[src/rtl/display_pkg.sv]
// Shared types and helpers for the multiplexed 7-segment scan controller.
package display_pkg;

  typedef enum logic [1:0] {
    IDLE,
    SHIFT,
    COMMIT
  } conv_state_t;

  localparam int unsigned BCD_W = 4;

  // Largest value representable in n decimal digits.
  function automatic longint unsigned max_dec(input int unsigned n);
    longint unsigned p;
    p = 1;
    for (int unsigned i = 0; i < n; i++) begin
      p = p * 10;
    end
    return p - 1;
  endfunction

endpackage

[src/rtl/bin2bcd_seq.sv]
// Sequential double-dabble converter: one shift-add-3 iteration per cycle, then a commit cycle.
module bin2bcd_seq
  import display_pkg::*;
#(
  parameter int unsigned N_DIGITS = 4,
  parameter int unsigned BIN_W    = 14
) (
  input  logic                      clk,
  input  logic                      rst,
  input  logic                      start,
  input  logic [BIN_W-1:0]          bin,
  output logic                      busy,
  output logic                      done,
  output logic [BCD_W*N_DIGITS-1:0] bcd,
  output logic                      ovf
);

  localparam int unsigned DW            = BCD_W * N_DIGITS;
  localparam int unsigned ITER_W        = $clog2(BIN_W + 1);
  localparam logic [ITER_W-1:0] LastIter = ITER_W'(BIN_W - 1);
  localparam longint unsigned MaxVal    = max_dec(N_DIGITS);

  conv_state_t       state_q;
  logic [DW-1:0]     scr_q;
  logic [DW-1:0]     scr_adj;
  logic [BIN_W-1:0]  sh_q;
  logic [ITER_W-1:0] iter_q;
  logic              ovf_pend_q;
  logic              ovf_q;

  // Scratch only keeps N_DIGITS nibbles; lower nibbles never depend on higher ones,
  // so truncation is harmless and out-of-range values are forced to all 9s anyway.
  always_comb begin
    scr_adj = scr_q;
    for (int unsigned k = 0; k < N_DIGITS; k++) begin
      if (scr_q[k*BCD_W +: BCD_W] >= 4'd5) begin
        scr_adj[k*BCD_W +: BCD_W] = scr_q[k*BCD_W +: BCD_W] + 4'd3;
      end
    end
  end

  always_ff @(posedge clk or posedge rst) begin
    if (rst) begin
      state_q    <= IDLE;
      scr_q      <= '0;
      sh_q       <= '0;
      iter_q     <= '0;
      ovf_pend_q <= 1'b0;
      ovf_q      <= 1'b0;
    end else begin
      unique case (state_q)
        IDLE: begin
          if (start) begin
            sh_q       <= bin;
            scr_q      <= '0;
            iter_q     <= '0;
            ovf_pend_q <= (64'(bin) > MaxVal);
            state_q    <= SHIFT;
          end
        end
        SHIFT: begin
          {scr_q, sh_q} <= {scr_adj, sh_q} << 1;
          if (iter_q == LastIter) begin
            state_q <= COMMIT;
          end else begin
            iter_q <= iter_q + 1'b1;
          end
        end
        COMMIT: begin
          ovf_q   <= ovf_pend_q;
          state_q <= IDLE;
        end
        default: state_q <= IDLE;
      endcase
    end
  end

  assign busy = (state_q != IDLE);
  assign done = (state_q == COMMIT);
  assign bcd  = ovf_pend_q ? {N_DIGITS{4'h9}} : scr_q;
  assign ovf  = ovf_q;

endmodule

[src/rtl/display_scan_ctrl.sv]
// Converts a loaded binary value to BCD and scans it round-robin over common-anode digits.
module display_scan_ctrl
  import display_pkg::*;
#(
  parameter int unsigned N_DIGITS    = 4,
  parameter int unsigned BIN_W       = 14,
  parameter int unsigned REFRESH_DIV = 50000
) (
  input  logic                clk,
  input  logic                rst,
  input  logic [BIN_W-1:0]    bin_in,
  input  logic                load,
  input  logic                blank_lz,
  output logic                busy,
  output logic                overflow,
  output logic [BCD_W-1:0]    bcd_out,
  output logic [N_DIGITS-1:0] digit_en_n
);

  localparam int unsigned DW    = BCD_W * N_DIGITS;
  localparam int unsigned IDX_W = (N_DIGITS > 1) ? $clog2(N_DIGITS) : 1;
  localparam int unsigned CNT_W = $clog2(REFRESH_DIV);

  logic                conv_done;
  logic [DW-1:0]       conv_bcd;
  logic [DW-1:0]       disp_q;
  logic [CNT_W-1:0]    cnt_q;
  logic [IDX_W-1:0]    idx_q;
  logic [N_DIGITS-1:0] lz;
  logic                blank;
  logic [BCD_W-1:0]    bcd_d;
  logic [N_DIGITS-1:0] en_n_d;

  // Loads during a conversion are dropped because the converter only samples start in IDLE.
  bin2bcd_seq #(
    .N_DIGITS (N_DIGITS),
    .BIN_W    (BIN_W)
  ) u_conv (
    .clk   (clk),
    .rst   (rst),
    .start (load),
    .bin   (bin_in),
    .busy  (busy),
    .done  (conv_done),
    .bcd   (conv_bcd),
    .ovf   (overflow)
  );

  // lz[k] is set when nibbles k..N_DIGITS-1 are all zero.
  always_comb begin
    logic z;
    z  = 1'b1;
    lz = '0;
    for (int k = int'(N_DIGITS) - 1; k >= 0; k--) begin
      z     = z & (disp_q[k*BCD_W +: BCD_W] == '0);
      lz[k] = z;
    end
    blank  = blank_lz && (idx_q != '0) && lz[idx_q];
    bcd_d  = blank ? '0 : disp_q[idx_q*BCD_W +: BCD_W];
    en_n_d = blank ? '1 : ~(N_DIGITS'(1) << idx_q);
  end

  always_ff @(posedge clk or posedge rst) begin
    if (rst) begin
      cnt_q      <= '0;
      idx_q      <= '0;
      disp_q     <= '0;
      bcd_out    <= '0;
      digit_en_n <= ~N_DIGITS'(1);
    end else begin
      if (cnt_q == CNT_W'(REFRESH_DIV - 1)) begin
        cnt_q <= '0;
        idx_q <= (idx_q == IDX_W'(N_DIGITS - 1)) ? '0 : idx_q + 1'b1;
      end else begin
        cnt_q <= cnt_q + 1'b1;
      end
      if (conv_done) begin
        disp_q <= conv_bcd;
      end
      bcd_out    <= bcd_d;
      digit_en_n <= en_n_d;
    end
  end

endmodule

[config.mk]
export PLATFORM = sky130hd
export DESIGN_NAME = display_scan_ctrl
export DESIGN_NICKNAME = d
export VERILOG_FILES = /design/src/rtl/display_pkg.sv /design/src/rtl/bin2bcd_seq.sv /design/src/rtl/display_scan_ctrl.sv
export SDC_FILE = /design/constraint.sdc
export NUM_CORES = 1
export LEC_CHECK = 0
export ABC_AREA = 1
export CORE_ASPECT_RATIO = 2
export CORE_MARGIN = 3
export CORE_UTILIZATION = 50
export DETAILED_ROUTE_END_ITERATION = 16
export PLACE_DENSITY = 0.72
export SKIP_CTS_REPAIR_TIMING = 1
export SLEW_MARGIN = 40
export SYNTH_ARGS = -nofsm -noshare
export SYNTH_HDL_FRONTEND = slang
export SYNTH_SLANG_ARGS = --single-unit
[constraint.sdc]
create_clock -name clk -period 2.9 [get_ports clk]
set_input_delay 0.725 -clock clk [delete_from_list [all_inputs] [get_ports clk]]
set_output_delay 0.725 -clock clk [all_outputs]
set_load 0.01 [all_outputs]
==> flow_summary_export.csv <==
group,metric,value,unit
die,die_height,132,um
final_layout,nets,543,
worst_setup_path,cp-start-kind,"register",
sta,hold_viol_final,0,
yosys,synth_cell_types,31,
grt,grt.overflow.total,0,
final_layout,diodes,0,
grt,antenna_found_initial,0,
sta,min_period,2.17,ns
die,rows,45,
worst_setup_path,r2r_slack,1.05,ns
power_and_ir_drop,leakage,0.00229,uW
yosys,ys_ff_latch,80,
drt,wirelength,8220,um
worst_setup_path,reg2reg_to,"digit_en_n[3]",
yosys,yosysSeqAreaShare,50.6,%
die,dieWidth,68.9,um
clocking,cts_tree,"built",
clocking,htree_levels,3,
yosys,syn_area,3960,sq um
clocking,path_clk_slew,0.06,ns
placed_design,dp_hpwl,6160,um
worst_hold_path,whs_path_depth,2,
yosys,syn_nets,507,
worst_setup_path,cp.arrival,1.44,ns
final_layout,area_delta_synth_final,18.1,%
die,die-area,9090,sq um
sta,finalWorstSetupSlack,0.733,ns
placed_design,dp.cells,592,
sta,finalSetupViolCount,0,
clocking,clockBufferDepth,2,
power_and_ir_drop,power.density,905,nW/um^2
run,max_cap_violations,0,
placed_design,gp_congestion,0.798,
drt,drt_iter0_markers,112,
final_layout,stdcell_count,608,
grt,grt_pass1_wl,13800,um
sta,post-route-period-util,74.7,%
status,outcome,"completed",
sta,fmax,461,MHz
die,core_area,7660,sq um
sta,hold_ws,0.482,ns
sta,skew,0.00511,ns
drt,drcViolationCount,0,
drt,num_vias,3178,
clocking,cts_sinks,80,
placed_design,port_buffers,27,
grt,grt_pass1_vias,3183,
worst_setup_path,critPathRequiredTime,2.17,ns
drt,detail_route.first_pass.iterations,4,
yosys,ys_warn_count,0,
worst_hold_path,hold_class,"register to register",
sta,report.final.slew_viol_count,0,
placed_design,dp_slack,0.933,ns
die,io-pin-count,28,
drt,wl_per_cell,13.5,um
clocking,clk_latency,0.33,ns
worst_setup_path,ff2ff_path_depth,7,
worst_setup_path,critPathCaptureType,"output pin",
grt,grt_max_degree,40,
drt,vias_per_cell,5.23,
clocking,root_buffer,"clkbuf_16",
worst_hold_path,min_to,"u_conv.scr_q[5]",
worst_setup_path,rr_startpoint,"idx_q[0]",
sta,max-slew-margin-rel,57.2,%
placed_design,dpl_cell_area,4360,sq um
yosys,synth_cells,473,
worst_setup_path,critPathKind,"register to output pin",
worst_hold_path,holdCritStartpoint,"u_conv.scr_q[5]",
power_and_ir_drop,ir_drop,0.000653,V
final_layout,drive_above_1_share,7.00,%
sta,tightest_slew,0.641,ns
grt,grt_use_total,20.1,%
die,initial_utilization,51.7,%
sta,tns,0,ns
worst_setup_path,worst-path-max-fanout,4,
yosys,syn_avg_cell_area,8.37,sq um
final_layout,final_area,4680,sq um
clocking,cts-buffers-inserted,9,
drt,ant_nets,0,
sta,grt_setup_unrepaired,"no",
[placed cells by master (no fill, tap or decap), types with 5 or more instances in the layout]
cell,Yosys,final
a22oi_1,7,7
o22ai_1,12,12
inv_1,77,76
nor2_1,52,52
o21ai_0,41,41
nand3_1,22,22
nand4_1,5,5
xor2_1,7,7
ha_1,16,16
nand2_1,93,93
clkbuf_16,0,9
inv_2,5,6
clkdlybuf4s50_1,0,27
o221ai_1,11,11
a21oi_1,16,16
dfrtp_1,77,77
[report_power, final]
group	switching (uW)	internal [uW]
logic	824	532
clock network	425	759
registers	218	1480
[metal layers]
layer | global-route usage (%) | wire length, um | vias to the layer above
li1 | - | - | 1605
met1 | 20.5 | 3090 | 1514
met2 | 37.8 | 4740 | 46
met3 | 3.41 | 203 | 13
met4 | 8.03 | 183 | 0
met5 | 0 | 0 | -
[worst max path at each step]
stage / startpoint / to / depth (start not counted)
after CTS: u_conv.state_q[1] / busy / 3
after floorplan: rst / bcd_out[0] / 1
after detailed placement: load / u_conv.sh_q[3] / 5
final: u_conv.state_q[1] / busy / 3
after global placement: load / u_conv.sh_q[4] / 5
after global routing: u_conv.state_q[1] / busy / 3
[critical path, stage by stage, from the launching register on]
cell and delay, ns:
dfrtp_1 0.46, nor2_1 0.07, inv_1 0.05, clkdlybuf4s50_1 0.53
[stage by stage]
step | power [uW] | util [%]
CTS | 4280 | 61.1
global placement | 3020 | 56.9
finish | 4240 | 61.1
global route | 4560 | 61.1
floorplan | 2680 | -
detailed placement | 3080 | 56.9
[cells in the mapped netlist]
| cell type | count | area (sq um) |
|---|---|---|
| o22ai_1 | 12 | 75.1 |
| o221ai_1 | 11 | 96.3 |
| or2_2 | 1 | 6.26 |
| inv_2 | 5 | 18.8 |
| clkbuf_2 | 1 | 5.00 |
| o211ai_1 | 1 | 7.51 |
| clkinv_1 | 1 | 3.75 |
| nor2_8 | 1 | 20.0 |
| nand3b_1 | 2 | 15.0 |
| clkbuf_1 | 1 | 3.75 |
| nor3_1 | 4 | 20.0 |
| buf_2 | 3 | 15.0 |
| nand4_1 | 5 | 31.3 |
| o21ai_0 | 41 | 205 |
| inv_1 | 77 | 289 |
| nor2_4 | 1 | 11.3 |
| a22oi_1 | 7 | 52.6 |
| nand2_2 | 2 | 12.5 |
| xor2_1 | 7 | 61.3 |
| o21ai_1 | 4 | 20.0 |
| nor2_1 | 52 | 195 |
| ha_1 | 16 | 200 |
| a21oi_1 | 16 | 80.1 |
| o21bai_1 | 2 | 15.0 |
| nor2_2 | 2 | 12.5 |
| dfrtp_1 | 77 | 1930 |
| buf_4 | 2 | 15.0 |
| a22o_1 | 1 | 8.76 |
| nand3_1 | 22 | 110 |
| dfstp_2 | 3 | 78.8 |
| nand2_1 | 93 | 349 |
[area by class of cell]
cell class                 instances  area [sq um]
clock buffer                      14           284
clock inverter                     2          35.0
fill                             681          2980
inverter                          83           312
multi-input combinational        303          1610
sequential                        80          2010
tap                               94           118
timing repair buffer              32           320
[cell families after synthesis]
logic type / after synthesis / share of synthesized area [%]
xor+xnor: 7 / 1.55
compound gates: 95 / 14.2
simple gates: 185 / 19.8
flops: 80 / 50.6
fa+ha+maj: 16 / 5.05
buf+inv: 90 / 8.84
[state kept, by name, indices dropped and copies added (netlist names)]
name,count
bcd_out,4
disp_q,16
u_conv.scr_q,16
u_conv.ovf_pend_q,1
u_conv.iter_q,4
u_conv.sh_q,14
cnt_q,16
u_conv.ovf,1
digit_en_n,4
u_conv.state_q,2
idx_q,2
(Power assumes the default switching activity.)
